## src/rtl/sc_key_capture.sv

```systemverilog
// sc_key_capture: memory-mapped key responder for KEY[3:0].
// Synchronizes and debounces four active-low buttons, latches press events
// in sticky write-1-to-clear flags, counts masked presses and raises a
// maskable interrupt.
//
// Optional feature: define KEYCAP_RELEASE_EN to capture release events in
// EVENT[7:4]. Without it those bits read as 0 and no release logic is built.
//
// Word map: 0 STATUS (lvl), 1 EVENT (W1C), 2 COUNT (any write clears),
//           3 CTRL ([3:0] mask, [4] irq_en).
module sc_key_capture #(
    parameter int DEBOUNCE_CYCLES = 50000,
    parameter int CNT_W           = 16
) (
    input  logic        clock,
    input  logic        reset,
    input  logic [3:0]  key_n,
    input  logic        sel,
    input  logic [1:0]  addr,
    input  logic [31:0] wdata,
    input  logic        wmem,
    output logic [31:0] rdata,
    output logic        irq
);

`ifdef KEYCAP_RELEASE_EN
    localparam int EW = 8;
`else
    localparam int EW = 4;
`endif

    localparam logic [CNT_W-1:0] TERM = CNT_W'(DEBOUNCE_CYCLES - 1);

    logic [3:0]       sync1;
    logic [3:0]       sync2;
    logic [3:0]       s;
    logic [3:0]       lvl;
    logic [CNT_W-1:0] cnt [4];
    logic [3:0]       toggle;
    logic [3:0]       press;
    logic [3:0]       press_m;
    logic [2:0]       press_pop;
    logic [EW-1:0]    evt;
    logic [EW-1:0]    evt_set;
    logic [15:0]      count;
    logic [3:0]       mask;
    logic             irq_en;
    logic             wr;
    logic             unused_wdata;

    assign unused_wdata = ^wdata[31:5];

    assign wr = sel & wmem;
    assign s  = ~sync2;

    // Two-flop synchronizer per key; reset to released.
    always_ff @(posedge clock or posedge reset) begin
        if (reset) begin
            sync1 <= 4'hF;
            sync2 <= 4'hF;
        end else begin
            sync1 <= key_n;
            sync2 <= sync1;
        end
    end

    // A key's level flips on the edge after its counter has seen
    // DEBOUNCE_CYCLES-1 consecutive differing samples; this edge is also
    // where press/release events are taken so EVENT/COUNT move with lvl.
    always_comb begin
        toggle = '0;
        for (int i = 0; i < 4; i++) begin
            toggle[i] = (s[i] != lvl[i]) && (cnt[i] == TERM);
        end
    end

    assign press     = toggle & ~lvl;
    assign press_m   = press & mask;
    assign press_pop = 3'(press_m[0]) + 3'(press_m[1]) + 3'(press_m[2]) + 3'(press_m[3]);

`ifdef KEYCAP_RELEASE_EN
    assign evt_set = {toggle & lvl & mask, press_m};
    assign irq     = irq_en & |(evt & {mask, mask});
`else
    assign evt_set = press_m;
    assign irq     = irq_en & |(evt & mask);
`endif

    // Per-key debounce counters and debounced levels.
    always_ff @(posedge clock or posedge reset) begin
        if (reset) begin
            lvl <= '0;
            for (int i = 0; i < 4; i++) begin
                cnt[i] <= '0;
            end
        end else begin
            for (int i = 0; i < 4; i++) begin
                if (s[i] == lvl[i]) begin
                    cnt[i] <= '0;
                end else if (toggle[i]) begin
                    cnt[i] <= '0;
                    lvl[i] <= ~lvl[i];
                end else begin
                    cnt[i] <= cnt[i] + CNT_W'(1);
                end
            end
        end
    end

    // Sticky event flags; a set on the same edge as a clear wins.
    always_ff @(posedge clock or posedge reset) begin
        if (reset) begin
            evt <= '0;
        end else if (wr && addr == 2'd1) begin
            evt <= (evt & ~wdata[EW-1:0]) | evt_set;
        end else begin
            evt <= evt | evt_set;
        end
    end

    // Masked press counter; a clearing write still keeps this cycle's presses.
    always_ff @(posedge clock or posedge reset) begin
        if (reset) begin
            count <= '0;
        end else if (wr && addr == 2'd2) begin
            count <= 16'(press_pop);
        end else begin
            count <= count + 16'(press_pop);
        end
    end

    // Control register.
    always_ff @(posedge clock or posedge reset) begin
        if (reset) begin
            mask   <= 4'hF;
            irq_en <= 1'b0;
        end else if (wr && addr == 2'd3) begin
            mask   <= wdata[3:0];
            irq_en <= wdata[4];
        end
    end

    // Combinational read mux; zero when not selected.
    always_comb begin
        rdata = '0;
        if (sel) begin
            case (addr)
                2'd0: rdata[3:0]    = lvl;
                2'd1: rdata[EW-1:0] = evt;
                2'd2: rdata[15:0]   = count;
                default: rdata[4:0] = {irq_en, mask};
            endcase
        end
    end

endmodule

```

## config.mk

```make
export PLATFORM = sky130hd
export DESIGN_NAME = sc_key_capture
export DESIGN_NICKNAME = d
export VERILOG_FILES = /design/src/rtl/sc_key_capture.sv
export SDC_FILE = /design/constraint.sdc
export NUM_CORES = 1
export LEC_CHECK = 0
export ABC_AREA = 0
export ABC_CLOCK_PERIOD_IN_PS = 9100
export CAP_MARGIN = 20
export CELL_PAD_IN_SITES_DETAIL_PLACEMENT = 0
export CELL_PAD_IN_SITES_GLOBAL_PLACEMENT = 1
export CORE_ASPECT_RATIO = 1.1
export CORE_MARGIN = 5
export CORE_UTILIZATION = 46
export CTS_CLUSTER_DIAMETER = 50
export CTS_CLUSTER_SIZE = 12
export DETAILED_ROUTE_END_ITERATION = 10
export GPL_ROUTABILITY_DRIVEN = 0
export GPL_TIMING_DRIVEN = 0
export PLACE_DENSITY = 0.95
export RECOVER_POWER = 50
export SLEW_MARGIN = 10
export SYNTH_ARGS = -nofsm -noshare
export SYNTH_HDL_FRONTEND = slang
export SYNTH_SLANG_ARGS = --single-unit
```

## constraint.sdc

```tcl
create_clock -name clock -period 9.1 [get_ports clock]
set_input_delay 1.82 -clock clock [delete_from_list [all_inputs] [get_ports clock]]
set_output_delay 1.82 -clock clock [all_outputs]
set_load 0.05 [all_outputs]
```

======== Word level (Yosys, flattened, before mapping) ========
Cells that the tools add are included.
word-level totals
  register bits ........................... 101
  latch bits .............................. 0
  bits in writable memories ............... 0
  bits in read-only memories .............. 0
  output and inout port bits .............. 33
  word-level logic and storage cells ...... 84
  memories kept ........................... 0
operators by class
  add/subtract/negate cells ............... 8
  $mul .................................... 0
  divide/modulo/power cells ............... 0
  magnitude comparators ................... 0
  equal/unequal tests ..................... 15
  shifts and indexed selects .............. 0
  muxes and demuxes ....................... 14
  bitwise gates (word level) .............. 19
  reduce and logical (&&, ||, !) cells .... 14
operators by type and width
  kind                                           number
  2-to-1 mux 16 bit                              10
  adder 16 x 1 -> 16 bit, second input constant  4
  == test 16 bit, second input constant          4
  adder 16 x 3 -> 16 bit                         1
  bitwise AND 4 bit                              4
  inverter 4 bit                                 3
  one-hot mux 4 bit (3 select lines)             1
  2-to-1 mux 11 bit                              1
  inverter 1 bit                                 8
  bitwise OR 4 bit                               2
  AND reduction 2 bit                            4
  logical AND 1 bit                              7
  == test 1 bit                                  4
  == test 2 bit, second input constant           2
  2-to-1 mux 4 bit                               1
  != test 1 bit                                  4
  OR reduction 4 bit                             1
  adder 2 x 1 -> 3 bit                           1
  adder 3 x 1 -> 3 bit                           1
  adder 1 x 1 -> 2 bit                           1
  bitwise AND 1 bit                              2
  == test 2 x 1 -> 1 bit, second input constant  1
  zero test 2 bit                                1
  one-hot mux 1 bit (2 select lines)             1
  OR reduction 2 bit                             1

======== Depth between registers and ports, before layout ========
Gate-level depths: netlist (run 1).
  word-level depth ........................ 10
  mapped depth ............................ 14
  mapped depth without buffers ............ 14

======== Worst setup path after synthesis (run 1) ========
Ideal clock, no wire load.
  path kind ............................... input to output
  start point ............................. input addr[1]
  end point ............................... output rdata[13]
  data arrival time ....................... 3351 ps
  data required time ...................... 7280 ps
  slack ................................... 3929 ps
  stages .................................. 3
  buffers on the path ..................... 1
  cell sequence ........................... clkbuf_1 nand2_1 nor3_1
between the ends
  word-level cells in the longest chain between the ends .. 3
RTL lines
  what               RTL line  text
  from (decl)        19        input logic [1:0] addr,
  == test 2 bit      147       case (addr)
  2-to-1 mux 11 bit  147
  2-to-1 mux 16 bit  146       if (sel) begin
  to (decl)          22        output logic [31:0] rdata,
No other way between the ends.

======== Worst setup path after layout (run 1) ========
  start point ............................. input sel
  end point ............................... output rdata[7]
between the ends
  word-level cells in the longest chain between the ends .. 1
RTL lines
  what               RTL line  text
  from (decl)        18        input logic sel,
  2-to-1 mux 16 bit  146
No other way between the ends.

==> results.txt, run 1 <==
hold depth: 0
worst skew pair latency: 350 ps
Startpoint Class: input pin
via-per-instance ratio: 5.269
Final Non-Filler Cells: 740
routed length per instance: 14.09 um
pin count of the biggest net entering global routing: 56
hold_buf cts: 0
CP dominant cell by count: clkdlybuf4s50_1
Root Driver: clkbuf_16
Switching Fraction: 0.2422
Async SR Flop Fraction: 1.000
RSZ-0062 raised after global routing: no
HP Class: reg -> reg
worst r2r src: cnt[52]$_DFF_PP0_
number of global-route vias before repair: 3950
clk slew on worst S/H paths: 70 ps
I/O pin count: 75
Critical Path AT: 4130 ps
CP max FO: 9
Gate Count Post-Synth: 528
Hold Crit Endpoint: sync2[2]$_DFF_PP1_
number of diodes: 0
CTS Buf Count: 9
Pleak: 0.002503 uW
area grow syn2layout: 16.15%
routed wire length: 10.43 mm
CORE AREA: 11340 sq um
failing checks: capacitance limit, slew limit
post-CTS setup buffer count: 0
commonest register cell after synthesis: dfrtp_1
crit-path cells: clkdlybuf4s50_1 -> nand2_1 -> nor2_1 -> and2_1 -> clkdlybuf4s50_1
die height: 122.3 um
slowest cell delay on critical path: 810 ps
endpoints failing hold: 0
fillers: 1015
share of post-route cells with drive strength above 1: 0.1034
Pint: 775.9 uW
Die ar.: 13710 sq um
CP max stage cell: clkdlybuf4s50_1
gr usage total: 0.1633
status: finished with violations
post-DP HPWL: 7.673 mm
FF+latch area: 2542 sq um
crit end category: output pin
post-CTS sizing: 0
Placed Cells: 724
Worst Clk Skew: 7.138 ps
Max-cap violations: 1
Worst Path Required: 7280 ps
clk buf depth: 2
number of port buffers: 30
kind of critical path: in -> out
CTS tree: yes
cells on worst reg2reg path: 13
die width: 112.1 um
nets: 638
number of vias in the routed layout: 3899
worst vdd ir: 0.1025 mV
wire length of the first global-routing pass: 18.42 mm
Max Clk Rate: 168.2 MHz
max-slew violations: 47
sw power: 248.0 uW
#FFs+latches synth: 101
post-layout min period: 5946 ps
Worst-Margin Slew: 2184 ps
reg2reg setup slack: 4570 ps
Tcrit/Tclk final: 0.6534
Initial Util: 0.4654
Std-Cell Rows: 41
Post-synth EDFFs: 0
GRT overflow: 0
Post-Synthesis Cell Area: 5276 sq um
Yosys warnings: 0
Clk pwr share: 0.433
drt first pass iters: 4
H-tree depth: 3
residual DRC count: 0
area of the multi-input gates: 2470 sq um
Reg power frac: 0.476
Final ANT Viol Nets: 0
register area share after synthesis: 0.4819
syn avg cell area: 9.993 sq um
CTS sink count: 101
setup TNS: 0 ps
Min-Delay Startpoint: sync1[2]$_DFF_PP1_
FF-to-FF End: count[14]$_DFF_PP0_
initial antenna violation count: 0
Worst slew margin: -0.4637
pwr/cell area: 167.1 nW/um^2
combinational fraction of design power: 0.091
endpoints failing setup: 0
Yosys cell types: 54
drt initial violations: 204
synth_stat cells, drive strengths merged (6+ instances only):
library cell | n | share of area
or4 | 6 | 0.010
and2 | 16 | 0.019
nand4 | 19 | 0.023
buf | 19 | 0.028
xnor2 | 47 | 0.078
a21oi | 10 | 0.0095
nand2 | 30 | 0.021
dfstp | 12 | 0.060
nor2 | 84 | 0.060
dfrtp | 89 | 0.42
nor3 | 17 | 0.016
xor2 | 17 | 0.028
inv | 27 | 0.019
nand3 | 28 | 0.027
nor4 | 20 | 0.027
or3 | 7 | 0.0083
o21ai | 7 | 0.0066
ha | 9 | 0.021
cells by family (layout without fill, tap and decap cells):
logic type / after synthesis / count (layout) / share of synthesized area
AO/OA/AOI/OAI: 36 / 36 / 0.04814
flip-flops: 101 / 101 / 0.4819
adder cells (fa/ha/maj): 11 / 11 / 0.02893
buffers and inverters: 51 / 98 / 0.05075
other: 1 / 16 / 0.0007107
multiplexers: 13 / 13 / 0.03533
AND/OR/NAND/NOR: 251 / 251 / 0.2480
XOR/XNOR: 64 / 64 / 0.1062
power groups by stage:
stage / clock network (uW) / logic (uW) / registers, uW
after floorplan: 0 / 72.4 / 490
after global placement: 0 / 93.0 / 494
after detailed placement: 0 / 96.3 / 495
after CTS: 452 / 96.8 / 487
after global routing: 470 / 104 / 490
final: 444 / 93.4 / 487
per-stage QoR:
| stage | instance area [sq um] | hold slack [ps] | power (uW) | utilization | worst slack [ps] |
|---|---|---|---|---|---|
| 2_1_floorplan | 5333 | 345.2 | 562.4 | - | 3929 |
| 3_3_place_gp | 5821 | 346.3 | 587.5 | 0.5134 | 3181 |
| 3_5_place_dp | 5851 | 347.2 | 591.7 | 0.5161 | 3135 |
| 4_1_cts | 6198 | 356.9 | 1036 | 0.5467 | 3133 |
| 5_1_grt | 6128 | 363.4 | 1064 | 0.5406 | 2977 |
| 6_report | 6128 | 355.8 | 1024 | 0.5406 | 3154 |
worst max path at each step:
stage	startpoint	endpoint	slack, ps	cells after the start
final	sel	rdata[7]	3150	5
after floorplan	addr[1]	rdata[13]	3930	3
after global routing	sel	rdata[7]	2980	5
after global placement	reset	count[10]$_DFF_PP0_	3180	2
after CTS	sel	rdata[7]	3130	5
after detailed placement	sel	rdata[7]	3140	5
layout make-up:
cell class,instances,share of cell area
clock buffer,9,0.03675
sequential,101,0.4149
timing repair buffer,31,0.05349
multi-input combinational,391,0.4030
clock inverter,7,0.02001
tap,150,0.03062
inverter,27,0.01674
buffer,24,0.02450
sequential cells by signal, summed over array words and instances (netlist names):
name,cells
mask,4
cnt,64
sync2,4
sync1,4
evt,4
count,16
irq_en,1
lvl,4
critical path, delay by kind of cell:
kind,cells,cell delay [ps]
buf+inv,2,1450
simple gates,3,850
layer usage:
metal | global-route usage | share of wire
met3 | 0.03107 | 0.034
met5 | 0 | 0
met2 | 0.2809 | 0.50
met4 | 0.06161 | 0.021
met1 | 0.2053 | 0.45
cell usage in the layout (no fill, tap or decap), types with 17 or more instances in the layout:
| cell type | count |
|---|---|
| clkdlybuf4s50_1 | 25 |
| dfrtp_1 | 89 |
| inv_1 | 26 |
| nor2_1 | 84 |
| nor3_1 | 17 |
| nand4_1 | 19 |
| nand2_1 | 30 |
| nor4_1 | 20 |
| xnor2_1 | 47 |
| nand3_1 | 28 |
| xor2_1 | 17 |
(Power assumes the default switching activity.)
==> inputs of run 2 (changes only) <==
--- a/config.mk
+++ b/config.mk
@@ -6,19 +6,19 @@
 export NUM_CORES = 1
 export LEC_CHECK = 0
 export ABC_AREA = 0
-export ABC_CLOCK_PERIOD_IN_PS = 9100
+export ABC_CLOCK_PERIOD_IN_PS = 5300
 export CAP_MARGIN = 20
 export CELL_PAD_IN_SITES_DETAIL_PLACEMENT = 0
 export CELL_PAD_IN_SITES_GLOBAL_PLACEMENT = 1
 export CORE_ASPECT_RATIO = 1.1
 export CORE_MARGIN = 5
-export CORE_UTILIZATION = 46
+export CORE_UTILIZATION = 38
 export CTS_CLUSTER_DIAMETER = 50
 export CTS_CLUSTER_SIZE = 12
 export DETAILED_ROUTE_END_ITERATION = 10
 export GPL_ROUTABILITY_DRIVEN = 0
 export GPL_TIMING_DRIVEN = 0
-export PLACE_DENSITY = 0.95
+export PLACE_DENSITY = 0.85
 export RECOVER_POWER = 50
 export SLEW_MARGIN = 10
 export SYNTH_ARGS = -nofsm -noshare
==> constraint.sdc (replaced) <==
create_clock -name clock -period 5.3 [get_ports clock]
set_input_delay 1.06 -clock clock [delete_from_list [all_inputs] [get_ports clock]]
set_output_delay 1.06 -clock clock [all_outputs]
set_load 0.05 [all_outputs]
==> run 2 against run 1 <==
Against the previous run: utilization decreased by 9.6 points; the run still ends with capacitance limit, slew limit left; count of clock-buffer cells in the layout up 3; clock power is 46% higher; cell area fell by 0.39%; hold slack got worse by 2.5 ps; die area up 19%; register-to-register slack lost 3800 ps; non-clock buffer count is the same; sequential share of layout area is 0.16 points higher.
==> results.txt, run 2 (synthesis gave the netlist of run 1 again) <==
worst vdd ir: 0.1896 mV (+85%)
Pleak: 0.002475 uW (-1.1%)
wire length of the first global-routing pass: 18.88 mm (+2.5%)
Startpoint Class: flop
post-DP HPWL: 7.754 mm (+1.1%)
most flop-heavy register: cnt
commonest non-fill, non-tap cell in the layout: dfrtp_1
area of the multi-input gates: 2474 sq um (+0.15%)
post-CTS setup buffer count: 0 (unchanged)
clk slew on worst S/H paths: 70 ps (about the same)
pin count of the biggest net entering global routing: 53 (-5.4%)
initial antenna violation count: 0 (unchanged)
fillers: 1343 (+32%)
RSZ-0062 raised after global routing: no
Tcrit/Tclk final: 0.8536
pwr/cell area: 269.3 nW/um^2 (+61%)
most frequent cells in the layout: 89 x dfrtp_1, 84 x nor2_1, 47 x xnor2_1
failing checks: capacitance limit, slew limit
DR top layer: met4
CTS Buf Count: 9 (unchanged)
Worst slew margin: -0.5189 (-0.05520)
endpoints failing setup: 0 (unchanged)
Initial Util: 0.3841 (-0.08134)
HP Class: reg -> reg
CTS sink count: 101 (unchanged)
Placed Area: 5898 sq um (+0.81%)
CP bufs+invs: 2 (unchanged)
CP max FO: 7 (-2)
post-layout min period: 4524 ps
status: finished with violations
number of global-route vias before repair: 4010 (+1.5%)
wl on met1: 4.874 mm (+5.0%)
kind of critical path: reg -> reg
met3 wire length: 395 um (+11%)
gr usage total: 0.1411 (-0.02225)
drt first pass iters: 4 (unchanged)
Critical Path AT: 4790 ps (+660 ps)
I/O pin count: 75 (unchanged)
worst skew pair latency: 350 ps (about the same)
endpoints failing hold: 0 (unchanged)
max FFs per register: 64 (unchanged)
Root Driver: clkbuf_16
Final ANT Viol Nets: 0 (unchanged)
drt initial violations: 239 (+17%)
CP max stage cell: fa_1
die height: 133.6 um (+9.2%)
share of post-route cells with drive strength above 1: 0.1017 (-0.001695)
CORE AREA: 13740 sq um (+21%)
Die ar.: 16340 sq um (+19%)
number of diodes: 0 (unchanged)
nets: 638 (unchanged)
clk buf depth: 2 (unchanged)
GRT overflow: 0 (unchanged)
FF+latch area: 2542 sq um (unchanged)
crit-path cells: or4b_4 -> nor4_1 -> nand3_1 -> fa_1 -> inv_1 -> ha_1 -> ha_1 -> inv_1 -> fa_1 -> nor2b_1 -> o211ai_1 -> or3_1 -> a21oi_1
H-tree depth: 3 (unchanged)
Design Area, Final: 6105 sq um (-0.39%)
CTS tree: yes
number of vias in the routed layout: 3903 (+0.10%)
hold_buf cts: 0 (unchanged)
slowest cell delay on critical path: 590 ps (-220 ps)
routed length per instance: 13.65 um (-3.1%)
Worst Clk Skew: 6.811 ps (-0.3271 ps)
largest registers: cnt (64), count (16)
post-CTS sizing: 0 (unchanged)
area grow syn2layout: 15.70%
Max Clk Rate: 221.0 MHz
Max-cap violations: 1 (unchanged)
via-per-instance ratio: 5.017 (-4.8%)
crit-path leading delay family: simple AND/OR/NAND/NOR gates
crit end category: flop
met2 wire length: 5.258 mm (+1.0%)
Worst Path Required: 5570 ps (-1710 ps)
die width: 122.4 um (+9.1%)
setup TNS: 0 ps (unchanged)
Std-Cell Rows: 45 (+9.8%)
routed wire length: 10.62 mm (+1.9%)
Worst-Margin Slew: 2266 ps (+82.34 ps)
number of port buffers: 30 (unchanged)
max-slew violations: 53 (+13%)
residual DRC count: 0 (unchanged)
run 2: path summary, 6_finish.rpt:
path | from | endpoint | slack [ps] | cells after the start
max | cnt[52]$_DFF_PP0_ | count[10]$_DFF_PP0_ | 780 | 13
min | sync1[1]$_DFF_PP1_ | sync2[1]$_DFF_PP1_ | 350 | 0
max reg2reg | cnt[52]$_DFF_PP0_ | count[10]$_DFF_PP0_ | 780 | 13
min reg2reg | sync1[1]$_DFF_PP1_ | sync2[1]$_DFF_PP1_ | 350 | 0
max in group asynchronous | reset | cnt[36]$_DFF_PP0_ | 1550 | 3
min in group asynchronous | reset | cnt[53]$_DFF_PP0_ | 1780 | 2
run 2: routing by layer:
layer / global-route usage / vias up
met5: 0 / -
met4: 0.03111 / 0
met3: 0.04119 / 6
met2: 0.2319 / 59
met1: 0.1842 / 1932
li1: - / 1906
run 2: cell type report:
cell class | count | share of cell area
inverters | 27 | 0.01681
clock buffers | 12 | 0.03874
multi-input cells | 391 | 0.4052
plain buffers | 24 | 0.02603
well taps | 188 | 0.03853
clock inverters | 4 | 0.008198
flip-flops and latches | 101 | 0.4165
repair buffers | 31 | 0.05001
run 2: where the power goes:
group / switching (uW) / total [uW] / leakage, uW / internal, uW
clock network: 281 / 647 / 0.000133 / 366
registers: 29.7 / 838 / 0.00135 / 808
logic: 99.9 / 160 / 0.000993 / 59.6
total: 411 / 1640 / 0.00248 / 1230
run 2: stage by stage:
step / util / std cells / worst slack [ps] / total power, uW / hold slack, ps
finish: 0.4444 / 778 / 775.9 / 1644 / 353.3
global route: 0.4444 / 778 / 459.6 / 1719 / 353.3
CTS: 0.4502 / 778 / 939.7 / 1669 / 354.9
detailed placement: 0.4293 / 762 / 963.9 / 1018 / 347.6
global placement: 0.4271 / 761 / 138.6 / 1010 / 346.7
floorplan: - / 543 / 1448 / 965.7 / 345.2
